File: src/rtl/rx_frame_packer_if.sv
// ---------------------------------------------------------------------------
// rx_frame_packer_if
// Byte-wide receive stream from the MAC into the frame packer. The stream has
// no ready signal, so the sink must take every valid byte.
//   rx_axis_tdata  : frame byte
//   rx_axis_tvalid : byte valid
//   rx_axis_tlast  : last byte of the frame
//   rx_axis_tuser  : qualified by tlast, frame is bad (FCS/PHY error)
// master: stream source (MAC / testbench), slave: stream sink (packer)
// ---------------------------------------------------------------------------
interface rx_frame_packer_if;
    logic [7:0] rx_axis_tdata;
    logic       rx_axis_tvalid;
    logic       rx_axis_tlast;
    logic       rx_axis_tuser;

    modport master (
        output rx_axis_tdata,
        output rx_axis_tvalid,
        output rx_axis_tlast,
        output rx_axis_tuser
    );

    modport slave (
        input  rx_axis_tdata,
        input  rx_axis_tvalid,
        input  rx_axis_tlast,
        input  rx_axis_tuser
    );
endinterface

File: src/rtl/rx_frame_packer.sv
// ---------------------------------------------------------------------------
// rx_frame_packer
// Packs received frames byte by byte into a 32-bit host buffer RAM starting
// at word 0, then posts the frame length to the host and holds the buffer
// until the host acknowledges it. Bad frames are written but not posted;
// frames that are oversize or arrive while the buffer is busy are dropped.
// Ports:
//   clk, rst     : clock, synchronous active-high reset
//   rx           : byte stream sink (rx_frame_packer_if.slave)
//   ram_we       : buffer write strobe (one cycle per word)
//   ram_addr     : word address of the write
//   ram_wdata    : packed word, byte 0 of the word in bits [7:0]
//   ram_be       : byte enables of the write
//   frame_valid  : buffer holds a complete good frame
//   frame_len    : byte length of the held frame
//   frame_ack    : host releases the buffer
//   bad_count    : frames ended with tuser=1 (saturating)
//   drop_count   : frames dropped, busy buffer or oversize (saturating)
// ---------------------------------------------------------------------------
module rx_frame_packer #(
    parameter int ADDR_WIDTH = 9,
    parameter int MAX_BYTES  = 1522
) (
    input  logic                    clk,
    input  logic                    rst,
    rx_frame_packer_if.slave        rx,
    output logic                    ram_we,
    output logic [ADDR_WIDTH-1:0]   ram_addr,
    output logic [31:0]             ram_wdata,
    output logic [3:0]              ram_be,
    output logic                    frame_valid,
    output logic [ADDR_WIDTH+2:0]   frame_len,
    input  logic                    frame_ack,
    output logic [15:0]             bad_count,
    output logic [15:0]             drop_count
);

    localparam int CW = ADDR_WIDTH + 3;

    typedef enum logic [1:0] {
        ST_IDLE = 2'd0,
        ST_RECV = 2'd1,
        ST_DROP = 2'd2,
        ST_HOLD = 2'd3
    } state_t;

    function automatic logic [15:0] sat_inc(input logic [15:0] v);
        return (v == 16'hFFFF) ? v : (v + 16'd1);
    endfunction

    state_t                 state_q, state_d;
    logic [CW-1:0]          cnt_q, cnt_d;
    logic [31:0]            acc_q, acc_d;
    logic [3:0]             acc_be_q, acc_be_d;
    logic                   ram_we_q, ram_we_d;
    logic [ADDR_WIDTH-1:0]  ram_addr_q, ram_addr_d;
    logic [31:0]            ram_wdata_q, ram_wdata_d;
    logic [3:0]             ram_be_q, ram_be_d;
    logic                   frame_valid_q, frame_valid_d;
    logic [CW-1:0]          frame_len_q, frame_len_d;
    logic [15:0]            bad_count_q, bad_count_d;
    logic [15:0]            drop_count_q, drop_count_d;

    logic [CW-1:0]          byte_idx_s;
    logic [1:0]             lane_s;
    logic [ADDR_WIDTH-1:0]  word_s;
    logic [31:0]            base_data_s;
    logic [3:0]             base_be_s;
    logic [31:0]            merged_data_s;
    logic [3:0]             merged_be_s;
    logic                   oversize_s;

    // Byte position decode and lane merge for the byte currently on the bus
    always_comb begin
        // A frame always starts from an empty accumulator at byte 0
        if (state_q == ST_IDLE) begin
            byte_idx_s  = '0;
            base_data_s = 32'h0000_0000;
            base_be_s   = 4'b0000;
        end else begin
            byte_idx_s  = cnt_q;
            base_data_s = acc_q;
            base_be_s   = acc_be_q;
        end
        lane_s        = byte_idx_s[1:0];
        word_s        = byte_idx_s[ADDR_WIDTH+1:2];
        merged_data_s = base_data_s;
        merged_data_s[{lane_s, 3'b000} +: 8] = rx.rx_axis_tdata;
        merged_be_s   = base_be_s | (4'b0001 << lane_s);
        oversize_s    = (byte_idx_s >= CW'(MAX_BYTES));
    end

    // Next-state and output decode
    always_comb begin
        state_d       = state_q;
        cnt_d         = cnt_q;
        acc_d         = acc_q;
        acc_be_d      = acc_be_q;
        ram_we_d      = 1'b0;
        ram_addr_d    = ram_addr_q;
        ram_wdata_d   = ram_wdata_q;
        ram_be_d      = ram_be_q;
        frame_valid_d = frame_valid_q;
        frame_len_d   = frame_len_q;
        bad_count_d   = bad_count_q;
        drop_count_d  = drop_count_q;

        case (state_q)
            ST_IDLE, ST_RECV: begin
                if (rx.rx_axis_tvalid) begin
                    if (oversize_s) begin
                        // Flush the lanes already gathered for the current word,
                        // but never write the offending byte itself.
                        if (acc_be_q != 4'b0000) begin
                            ram_we_d    = 1'b1;
                            ram_addr_d  = word_s;
                            ram_wdata_d = acc_q;
                            ram_be_d    = acc_be_q;
                        end else begin
                            ram_we_d    = 1'b0;
                        end
                        acc_d        = 32'h0000_0000;
                        acc_be_d     = 4'b0000;
                        cnt_d        = '0;
                        drop_count_d = sat_inc(drop_count_q);
                        state_d      = rx.rx_axis_tlast ? ST_IDLE : ST_DROP;
                    end else begin
                        cnt_d    = byte_idx_s + CW'(1);
                        acc_d    = merged_data_s;
                        acc_be_d = merged_be_s;
                        state_d  = ST_RECV;
                        if ((lane_s == 2'd3) || rx.rx_axis_tlast) begin
                            ram_we_d    = 1'b1;
                            ram_addr_d  = word_s;
                            ram_wdata_d = merged_data_s;
                            ram_be_d    = merged_be_s;
                            acc_d       = 32'h0000_0000;
                            acc_be_d    = 4'b0000;
                        end else begin
                            ram_we_d    = 1'b0;
                        end
                        if (rx.rx_axis_tlast) begin
                            cnt_d = '0;
                            if (rx.rx_axis_tuser) begin
                                bad_count_d = sat_inc(bad_count_q);
                                state_d     = ST_IDLE;
                            end else begin
                                frame_valid_d = 1'b1;
                                frame_len_d   = byte_idx_s + CW'(1);
                                state_d       = ST_HOLD;
                            end
                        end else begin
                            cnt_d = byte_idx_s + CW'(1);
                        end
                    end
                end else begin
                    state_d = state_q;
                end
            end
            ST_DROP: begin
                // A held buffer can still be released while a frame is dropped
                if (frame_ack && frame_valid_q) begin
                    frame_valid_d = 1'b0;
                end else begin
                    frame_valid_d = frame_valid_q;
                end
                if (rx.rx_axis_tvalid && rx.rx_axis_tlast) begin
                    state_d = (frame_valid_q && !frame_ack) ? ST_HOLD : ST_IDLE;
                end else begin
                    state_d = ST_DROP;
                end
            end
            ST_HOLD: begin
                if (rx.rx_axis_tvalid) begin
                    drop_count_d = sat_inc(drop_count_q);
                    if (frame_ack) begin
                        frame_valid_d = 1'b0;
                    end else begin
                        frame_valid_d = 1'b1;
                    end
                    if (!rx.rx_axis_tlast) begin
                        state_d = ST_DROP;
                    end else if (frame_ack) begin
                        state_d = ST_IDLE;
                    end else begin
                        state_d = ST_HOLD;
                    end
                end else if (frame_ack) begin
                    frame_valid_d = 1'b0;
                    state_d       = ST_IDLE;
                end else begin
                    state_d = ST_HOLD;
                end
            end
            default: begin
                state_d = ST_IDLE;
            end
        endcase
    end

    // State and output registers
    always_ff @(posedge clk) begin
        if (rst) begin
            state_q       <= ST_IDLE;
            cnt_q         <= '0;
            acc_q         <= 32'h0000_0000;
            acc_be_q      <= 4'b0000;
            ram_we_q      <= 1'b0;
            ram_addr_q    <= '0;
            ram_wdata_q   <= 32'h0000_0000;
            ram_be_q      <= 4'b0000;
            frame_valid_q <= 1'b0;
            frame_len_q   <= '0;
            bad_count_q   <= 16'h0000;
            drop_count_q  <= 16'h0000;
        end else begin
            state_q       <= state_d;
            cnt_q         <= cnt_d;
            acc_q         <= acc_d;
            acc_be_q      <= acc_be_d;
            ram_we_q      <= ram_we_d;
            ram_addr_q    <= ram_addr_d;
            ram_wdata_q   <= ram_wdata_d;
            ram_be_q      <= ram_be_d;
            frame_valid_q <= frame_valid_d;
            frame_len_q   <= frame_len_d;
            bad_count_q   <= bad_count_d;
            drop_count_q  <= drop_count_d;
        end
    end

    assign ram_we      = ram_we_q;
    assign ram_addr    = ram_addr_q;
    assign ram_wdata   = ram_wdata_q;
    assign ram_be      = ram_be_q;
    assign frame_valid = frame_valid_q;
    assign frame_len   = frame_len_q;
    assign bad_count   = bad_count_q;
    assign drop_count  = drop_count_q;

endmodule

File: src/flat_wrapper.sv
// flat-port wrapper written by rule: the top's interface ports become plain ports
module rx_frame_packer_flat 
#(
    parameter int ADDR_WIDTH = 9,
    parameter int MAX_BYTES  = 1522
)
  (clk, rst, ram_we, ram_addr, ram_wdata, ram_be, frame_valid, frame_len, frame_ack, bad_count, drop_count, rx_rx_axis_tdata, rx_rx_axis_tvalid, rx_rx_axis_tlast, rx_rx_axis_tuser);
  rx_frame_packer_if rx_i ();
  input  logic clk;
  input  logic rst;
  output logic ram_we;
  output logic [ADDR_WIDTH-1:0] ram_addr;
  output logic [31:0] ram_wdata;
  output logic [3:0] ram_be;
  output logic frame_valid;
  output logic [ADDR_WIDTH+2:0] frame_len;
  input  logic frame_ack;
  output logic [15:0] bad_count;
  output logic [15:0] drop_count;
  input wire logic [$bits(rx_i.rx_axis_tdata)-1:0] rx_rx_axis_tdata;
  input wire logic [$bits(rx_i.rx_axis_tvalid)-1:0] rx_rx_axis_tvalid;
  input wire logic [$bits(rx_i.rx_axis_tlast)-1:0] rx_rx_axis_tlast;
  input wire logic [$bits(rx_i.rx_axis_tuser)-1:0] rx_rx_axis_tuser;
  assign rx_i.rx_axis_tdata = rx_rx_axis_tdata;
  assign rx_i.rx_axis_tvalid = rx_rx_axis_tvalid;
  assign rx_i.rx_axis_tlast = rx_rx_axis_tlast;
  assign rx_i.rx_axis_tuser = rx_rx_axis_tuser;
  rx_frame_packer #(.ADDR_WIDTH(ADDR_WIDTH), .MAX_BYTES(MAX_BYTES)) u_core (.clk(clk), .rst(rst), .rx(rx_i), .ram_we(ram_we), .ram_addr(ram_addr), .ram_wdata(ram_wdata), .ram_be(ram_be), .frame_valid(frame_valid), .frame_len(frame_len), .frame_ack(frame_ack), .bad_count(bad_count), .drop_count(drop_count));
endmodule
File: config.mk
export PLATFORM = sky130hd
export DESIGN_NAME = rx_frame_packer_flat
export DESIGN_NICKNAME = d
export VERILOG_FILES = /design/src/rtl/rx_frame_packer_if.sv /design/src/rtl/rx_frame_packer.sv /design/src/flat_wrapper.sv
export SDC_FILE = /design/constraint.sdc
export NUM_CORES = 1
export LEC_CHECK = 0
export ABC_AREA = 1
export CAP_MARGIN = 0
export CORE_MARGIN = 4
export CORE_UTILIZATION = 40
export CTS_BUF_LIST = sky130_fd_sc_hd__clkbuf_16
export DETAILED_ROUTE_END_ITERATION = 16
export PLACE_DENSITY = 0.67
export SYNTH_ARGS = -nofsm -noshare
export SYNTH_HDL_FRONTEND = slang
export SYNTH_SLANG_ARGS = --single-unit
File: constraint.sdc
create_clock -name clk -period 1.9 [get_ports clk]
set_input_delay 0.19 -clock clk [delete_from_list [all_inputs] [get_ports clk]]
set_output_delay 0.19 -clock clk [all_outputs]
set_load 0.02 [all_outputs]
# Yosys cells after proc, flatten, opt, wreduce, memory -nomap -nowiden
# Index checks and enable logic that the tools add are counted.
# totals
out_inout_bits,91
elab_cells,105
input_bits,14
ff_bits,141
# classes
add_sub_neg,4
muxes,47
n_reduce_logical,17
n_eq_ne,15
shifts,3
bitwise,6
order_cmp,1
# op_table
op,n
32-bit 2-to-1 mux,6
16-bit 2-to-1 mux,4
12-bit 2-to-1 mux,3
"16-bit by 1-bit adder with 16-bit output, second input constant",2
32-bit bitwise mux,1
"16-bit equality test, second input constant",2
16-bit one-hot mux with 2 select lines,1
"8-bit by 7-bit variable shift with 32-bit output, first input constant",1
8-bit by 7-bit indexed part select with 32-bit output,1
9-bit 2-to-1 mux,3
4-bit 2-to-1 mux,6
2-bit 2-to-1 mux,10
"12-bit by 1-bit adder with 12-bit output, second input constant",1
"12-bit by 11-bit >= comparator with 1-bit output, second input constant",1
"2-bit inequality test, second input constant",6
6-bit AND reduction,2
1-bit 2-to-1 mux,11
4-bit AND reduction,2
5-bit negation with 7-bit output,1
"2-bit equality test, second input constant",3
2-bit one-hot mux with 3 select lines,1
1-bit NOT,5
5-bit AND reduction,1
"2-bit by 1-bit inequality test with 1-bit output, second input constant",2
14 further kinds,17

# Longest topological paths before layout
# Gate-level depths: netlist of the first run.
# depth
ltp_word,7
ltp_mapped,13
mapped_depth_nobuf,11

# Worst setup path before layout of the first run
# No wires, ideal clock.
# synth_timing
kind,reg-to-reg
start,register u_core.drop_count_q[0] (netlist: u_core.drop_count[0])
end,register u_core.drop_count_q[13] (netlist: u_core.drop_count[13])
stages_incl_launch_ff,13
setup_ns,0.132
setup_slack_ns,-0.127
path_buffers,1
period_less_slack_ns,2.027
arrival_ns,1.895
required_ns,1.768
path_cell_list,dfxtp_1 > ha_1 > nand2_1 > nor2_1 > nand2_1 > nor2_1 > nand2_1 > nor2_1 > a21oi_1 > nand2_2 > buf_2 > nand2_1 > a21oi_1
# synth_between
elab_chain_len,5
elab_cells_between_ends,7
classes_between,1 x add/sub; 1 x eq/ne; 5 x mux
# synth_rtl
element,line,text
from (decl),rx_frame_packer.sv:62,"logic [15:0] drop_count_q, drop_count_d;"
from (signal assigned),rx_frame_packer.sv:228,drop_count_q <= drop_count_d;
16-bit by 1-bit adder with 16-bit output or 16-bit equality test (tied branches),rx_frame_packer.sv:48,return (v == 16'hFFFF) ? v : (v + 16'd1);
16-bit 2-to-1 mux (*),rx_frame_packer.sv:48,
16-bit 2-to-1 mux,rx_frame_packer.sv:111,if (oversize_s) begin
16-bit 2-to-1 mux,rx_frame_packer.sv:110,if (rx.rx_axis_tvalid) begin
16-bit one-hot mux with 2 select lines (*),rx_frame_packer.sv:108,case (state_q)
# Every way passes the cells marked *; elsewhere a longest branch is shown, timed or not. The select of a mux whose other input is x is not followed.
# A chain may end at the register's enable or synchronous reset.

# Worst setup path after layout of the first run
# layout_timing
start,register u_core.drop_count_q[8] (netlist: u_core.drop_count[8])
end,output port drop_count[8]
# layout_lines
element,line,text
to (decl),flat_wrapper.sv:19,output logic [15:0] drop_count;
# No word-level cell between the ends.

==> qor.csv, run 1 <==
stage;metric;value;unit
global_routing;vias in the first global route;6784;
logic_synthesis;mux share of post-synthesis cell area;0;%
placement;DP Worst Slack;-0.05210;ns
pwr;Clock Power Share;44.7;%
placement;Cell Area, Placed;8985;µm²
floorplan;# rows;49;
worst_setup_path;Reg2Reg Depth;13;
sta;Hold Vio Cnt, Final;0;
worst_setup_path;RR Startpoint;u_core.state_q[1];
routing;vias;7532;
logic_synthesis;adder-cell share of the synthesized area;0.3439;%
pwr;maximum vdd ir drop;604.9;µV
logic_synthesis;Cell variety after synth;29;
sta;Worst slew margin;63.72;%
hold_path;hold path start;rst;
logic_synthesis;synthesized flop and latch total;141;
floorplan;Initial Util;40.65;%
sta;Tmin final;1.736;ns
logic_synthesis;Synth async-reset ratio;0;%
outcome;run status;complete, no violations;
worst_setup_path;critical path's top delay family;buffers and inverters;
clock_network;CTS tree;done;
logic_synthesis;Synth Flop Type;dfxtp_1;
worst_setup_path;CP Max Fanout;5;
worst_setup_path;CP startpoint;u_core.drop_count[8];
logic_synthesis;Gate Count Post-Synth;1176;
logic_synthesis;Synth Area per Inst;6.188;µm²
worst_setup_path;critical path's slowest cell;clkdlybuf4s50_1;
hold_path;Hold Crit Endpoint;u_core.ram_wdata[26];
logic_synthesis;mapped cell area;7277;µm²
routing;drt wl/cell;12.75;µm
placement;Placed Cells;1521;
clock_network;TritonCTS Buffers;17;
pwr;sequential share of power;43.4;%
finish;fin cells;1554;
worst_setup_path;Reg2Reg Setup Slack;0.17;ns
logic_synthesis;simple-gate area share of the yosys netlist;37.84;%
logic_synthesis;top post-synthesis cells by area;dfxtp_1 (39%), nand2_1 (21%), nor2_1 (9.2%);
placement;Post-DP HPWL;13240;µm
pwr;Leakage Power;0.004086;µW
logic_synthesis;top cell type's share of synthesized area;38.79;%
routing;via/cell ratio;4.847;
pwr;Switch Pwr;1851;µW
worst_setup_path;largest stage delay on the critical path;0.67;ns
sta;fin. max-slew vios;0;
clock_network;Clock Path Buffers;2;
logic_synthesis;synth warn;0;
placement;number of buffers inserted by port buffering;104;
floorplan;Ports;105;
logic_synthesis;largest family of logic cells by synthesized area;simple AND/OR/NAND/NOR gates;
floorplan;die extent in x;142.9;µm
clock_network;register clock-pin slew on the reported worst setup and hold paths;0.06;ns
global_routing;initial antenna violation count;0;
routing;# DRC;0;
hold_path;HP Class;in2reg;
logic_synthesis;Net Count, Synth;1192;
global_routing;first-pass GRT wire length;32880;µm
worst_setup_path;critical path arrival;1.55;ns
worst_setup_path;CP cell instances;clkdlybuf4s50_1;
finish;design area;9651;µm²
floorplan;core area;17900;µm²
clock_network;Hold Buf Count CTS;0;
finish;Final #Nets;1329;
sta;Worst-Margin Slew;0.5443;ns
finish;layout cell share with drive strength beyond 1;9.736;%
worst_setup_path;Worst setup EP type;output port;
logic_synthesis;EDFF count, synth;0;
sta;worst setup margin;0.1636;ns
worst_setup_path;startpoint types;flop;
logic_synthesis;Synth Area in XOR/XNOR;3.129;%
logic_synthesis;post-synthesis compound-gate area fraction;10.66;%
worst_setup_path;CP bufs+invs;1;
hold_path;Hold Path Cell Cnt;4;
sta;Tcrit/Tclk final;91.39;%
pwr;pwr dens;739.1;nW/µm²
finish;Area Growth Syn to Fin;32.62;%
routing;post-route antenna net violation count;0;
sta;Layout Skew;0.007156;ns
finish;ant diodes;0;
worst_setup_path;CP Class;reg2out;
flow_run;max-cap violation count;0;
pwr;switch share;25.95;%
routing;Initial DRT Pass Iterations;5;
floorplan;Die Height;142.9;µm
clock_network;Clock Latency Late Sink;0.42;ns
logic_synthesis;largest area contributor in the netlist;dfxtp_1;
routing;Initial DRC Count;652;
pwr;combinational power share;11.9;%
floorplan;die area;20410;µm²
logic_synthesis;sequential share of the synthesized area;38.79;%
clock_network;H-tree depth;4;
sta;setup violators final;0;
sta;highest clock rate;0.5759;GHz
worst_setup_path;WP data required;1.71;ns
global_routing;Total GRT Usage;19.50;%
sta;setup TNS;0;ns
clock_network;Clock Sinks;141;
placement;routability cong.;0.8885;
clock_network;clock root buffer;clkbuf_16;
pwr;P_int;5282;µW
routing;Final Routed Wirelength;19810;µm
global_routing;largest net degree at the start of global routing;87;
sta;Worst Hold Margin;0.2289;ns
worst_setup_path;RR Endpoint;u_core.drop_count[3];
global_routing;total congestion overflow;0;
cell type report:
cell class | instances | area [µm²]
clock buffers | 17 | 425.4
fillers | 1754 | 8252
flip-flops and latches | 141 | 2828
inverters | 104 | 395.4
well taps | 229 | 286.5
repair buffers | 179 | 1765
multi-input cells | 870 | 3821
clock inverters | 14 | 128.9
worst max path at each step:
stage                                 to  cells after the start  slack (ns)
finish                     drop_count[8]                      1        0.16
global route        u_core.bad_count[11]                     11       -0.04
CTS                   u_core.ram_addr[2]                     12        0.03
detailed placement   u_core.frame_len[9]                     11       -0.05
global placement     u_core.frame_len[0]                     11        0.07
floorplan            u_core.bad_count[1]                     11        0.05
layout by cell type, fill, tap and decap left out, types with 26 or more instances in the layout:
cell	instances
nor2_1	174
nand2_1	399
o21ai_0	26
buf_4	59
nand3_1	83
inv_1	97
clkdlybuf4s50_1	103
dfxtp_1	137
a21oi_1	123
timing repair:
item                       4_1_cts  5_1_grt
pin swaps                        0        2
resized for setup                3       16
buffers inserted                 0        0
setup endpoints to repair       14      103
cloned                           0        2
power groups by stage:
stage	Combinational, µW	Clock [µW]	Sequential, µW
final	849	3190	3100
after floorplan	387	0	3250
after detailed placement	823	0	3160
after global routing	944	3370	3110
after global placement	821	0	3160
after CTS	831	3250	3100
registers in the layout, indices dropped and copies added (netlist names):
| name | count |
|---|---|
| u_core.ram_addr | 9 |
| u_core.frame_len | 12 |
| u_core.acc_be_q | 4 |
| u_core.bad_count | 16 |
| u_core.cnt_q | 12 |
| u_core.frame_valid | 1 |
| u_core.acc_q | 32 |
| u_core.ram_we | 1 |
| u_core.drop_count | 16 |
| u_core.ram_be | 4 |
| u_core.state_q | 2 |
| u_core.ram_wdata | 32 |
Yosys cell counts (4+ instances only):
master      n
nand2_1   400
nor2_1    178
dfxtp_1   141
a21oi_1   124
inv_1      98
nand3_1    83
clkbuf_1   30
o21ai_0    26
buf_2      24
xor2_1     19
nor3_1     11
xnor2_1     7
buf_4       6
nand2_2     5
inv_2       4
per-stage QoR:
stage | util (%) | total power [µW]
after floorplan | - | 3633
after global placement | 50.19 | 3979
after detailed placement | 50.19 | 3982
after CTS | 53.32 | 7177
after global routing | 53.91 | 7423
final | 53.91 | 7133
cell families after synthesis:
family	count (synthesis)
xor gates and xnor gates	26
AOI/OAI and AO/OA	154
buffers and inverters	165
DFF	141
adders and majority gates	2
and+or+nand+nor	688
tightest hold or removal path, cell delays in order:
cell	delay [ns]
buf_2	0.12
inv_2	0.15
nand2_1	0.11
nor2_1	0.03
per-layer routing:
layer | track usage [%] | vias to the layer above | share of wire (%)
li1 | - | 3950 | -
met5 | 0 | - | 0
met2 | 30.39 | 205 | 45
met3 | 4.186 | 24 | 6.2
met4 | 6.203 | 0 | 1.5
met1 | 27.03 | 3353 | 47
No activity file was read; power rests on OpenSTA's default activity.
==> run 2, diff against run 1 <==
- SLEW_MARGIN: not set -> 0
==> results of run 2 <==
Final layout, timing and power as in run 1 (identical DEF).
==> run 3, diff against run 2 <==
--- a/config.mk
+++ b/config.mk
@@ -8,3 +8,3 @@
 export ABC_AREA = 1
-export CAP_MARGIN = 0
+export CAP_MARGIN = 40
 export CORE_MARGIN = 4
@@ -14,3 +14,3 @@
 export PLACE_DENSITY = 0.67
-export SLEW_MARGIN = 0
+export SLEW_MARGIN = 20
 export SYNTH_ARGS = -nofsm -noshare
--- a/constraint.sdc
+++ b/constraint.sdc
@@ -3,2 +3,2 @@
 set_output_delay 0.19 -clock clk [all_outputs]
-set_load 0.02 [all_outputs]
+set_load 0.1 [all_outputs]
==> qor.csv, run 3 (synthesis gave the netlist of run 1 again) <==
stage;metric;value;unit
outcome;run status;complete, no violations;
placement;Placed Cells;1511;
routing;vias;7477;
finish;Final #Nets;1317;
clock_network;Clock Sinks;141;
pwr;Clock Power Share;40.7;%
worst_setup_path;critical path arrival;2.10;ns
sta;Worst-Margin Slew;0.5556;ns
floorplan;Ports;105;
clock_network;H-tree depth;4;
pwr;total power;7343;µW
finish;most frequent cells in the layout;nand2_1 (400), nor2_1 (174), buf_4 (143);
sta;Hold Vio Cnt, Final;0;
clock_network;Clock Latency Late Sink;0.42;ns
pwr;combinational power share;17.2;%
sta;Tcrit/Tclk final;94.60;%
hold_path;hold path start;rst;
finish;number of fill cells;1818;
clock_network;register clock-pin slew on the reported worst setup and hold paths;0.06;ns
flow_run;max-cap violation count;0;
worst_setup_path;CP Max Fanout;20;
routing;drt wl/cell;12.89;µm
floorplan;Die Height;142.9;µm
routing;post-route antenna net violation count;0;
pwr;pwr dens;787.2;nW/µm²
pwr;Switch Pwr;2246;µW
sta;Worst slew margin;62.96;%
routing;Initial DRT Pass Iterations;5;
finish;ant diodes;0;
worst_setup_path;WP data required;2.20;ns
worst_setup_path;Reg2Reg Depth;11;
finish;Area Growth Syn to Fin;28.20;%
sta;setup violators final;0;
hold_path;Hold Path Cell Cnt;4;
floorplan;core area;17900;µm²
finish;most common cell after layout, fill and taps aside;nand2_1;
global_routing;initial antenna violation count;0;
sta;Worst Hold Margin;0.2409;ns
worst_setup_path;CP Class;reg2reg;
finish;register area;2888;µm²
worst_setup_path;Reg2Reg Setup Slack;0.10;ns
global_routing;vias in the first global route;6742;
worst_setup_path;RR Startpoint;u_core.state_q[1];
routing;Initial DRC Count;580;
routing;Final Routed Wirelength;19880;µm
pwr;sequential share of power;42.1;%
sta;fin. max-slew vios;0;
pwr;Leakage Power;0.004214;µW
sta;highest clock rate;0.5563;GHz
pwr;P_int;5098;µW
hold_path;Hold Crit Endpoint;u_core.bad_count[3];
finish;layout cell share with drive strength beyond 1;17.66;%
placement;Post-DP HPWL;13530;µm
finish;area of the multi-input gates;3841;µm²
finish;final core utilization;52.11;%
worst_setup_path;Worst setup EP type;flop;
pwr;maximum vdd ir drop;589.9;µV
pwr;switch share;30.58;%
clock_network;TritonCTS Buffers;17;
placement;number of buffers inserted by port buffering;104;
sta;Layout Skew;0.01035;ns
global_routing;first-pass GRT wire length;33070;µm
floorplan;Initial Util;40.65;%
clock_network;clock root buffer;clkbuf_16;
floorplan;# rows;49;
worst_setup_path;RR Endpoint;u_core.ram_wdata[7];
global_routing;Total GRT Usage;19.61;%
sta;Tmin final;1.797;ns
worst_setup_path;startpoint types;flop;
global_routing;total congestion overflow;0;
hold_path;HP Class;in2reg;
finish;fin cells;1543;
clock_network;Clock Path Buffers;2;
floorplan;die extent in x;142.9;µm
routing;# DRC;0;
floorplan;die area;20410;µm²
global_routing;largest net degree at the start of global routing;87;
placement;routability cong.;0.8948;
routing;via/cell ratio;4.846;
clock_network;CTS tree;done;
-- run 3: cell count changes in the layout (fill, tap and decap cells not counted), sizes merged --
cell | previous run | this run
buf | 74 | 155
bufinv | 2 | 1
clkbuf | 19 | 17
clkdlybuf4s50 | 103 | 12
clkinvlp | 4 | 0
inv | 102 | 108
-- run 3: critical path: stages, from the launching register on --
cell and delay [ns]:
dfxtp_2 0.37, inv_2 0.06, nand2_4 0.11, nand2_1 0.10, nor2_2 0.16, nand3_2 0.11, nand3_1 0.10, nand3_2 0.10
buf_12 0.17, buf_12 0.15, nor2_1 0.17, nor2_1 0.07
-- run 3: repair_timing --
item,in CTS,in global routing
hold buffers,0,0
setup buffers,0,0
hold endpoints to repair,0,0
setup endpoints to repair,1,109
gates resized for setup,1,11
-- run 3: final cells by class --
| type | instances | area share [%] |
|---|---|---|
| multi-input cells | 870 | 41.17 |
| flip-flops and latches | 141 | 30.95 |
| repair buffers | 167 | 15.02 |
| clock buffers | 17 | 4.560 |
| inverters | 104 | 4.211 |
| well taps | 229 | 3.071 |
| clock inverters | 15 | 1.006 |
-- run 3: stage by stage --
| step | setup WS (ns) | TNS [ns] | cell area [µm²] |
|---|---|---|---|
| 4_1_cts | 0.01374 | 0 | 9293 |
| 2_1_floorplan | -0.005815 | -0.005815 | 7377 |
| 3_5_place_dp | 0.004853 | 0 | 8770 |
| 3_3_place_gp | 0.06404 | 0 | 8770 |
| 5_1_grt | -0.01028 | -0.05348 | 9329 |
| 6_report | 0.1026 | 0 | 9329 |
-- run 3: worst max path at each step --
stage | cells past startpoint | startpoint | slack (ns) | end
2_1_floorplan | 12 | u_core.drop_count[0] | -0.006 | u_core.drop_count[14]
5_1_grt | 13 | u_core.state_q[1] | -0.01 | u_core.ram_wdata[12]
3_5_place_dp | 12 | u_core.state_q[0] | 0.005 | u_core.ram_be[2]
6_report | 11 | u_core.state_q[1] | 0.10 | u_core.ram_wdata[7]
3_3_place_gp | 10 | rx_rx_axis_tvalid | 0.06 | u_core.acc_q[27]
4_1_cts | 12 | u_core.state_q[1] | 0.01 | u_core.drop_count[7]
-- run 3: per-layer routing --
| layer | part of all wire [%] | global-route usage [%] | vias to the layer above |
|---|---|---|---|
| li1 | - | - | 3926 |
| met4 | 1.8 | 6.503 | 0 |
| met1 | 48 | 26.99 | 3329 |
| met3 | 4.4 | 3.349 | 32 |
| met2 | 46 | 31.28 | 190 |
| met5 | 0 | 0 | - |
-- run 3: power by group through the flow --
stage,registers (µW),clock network [µW],logic [µW]
after detailed placement,3150,0,1260
after global placement,3150,0,1260
after floorplan,3670,0,391
after CTS,3090,3050,1270
after global routing,3100,3190,1360
final,3090,2990,1270
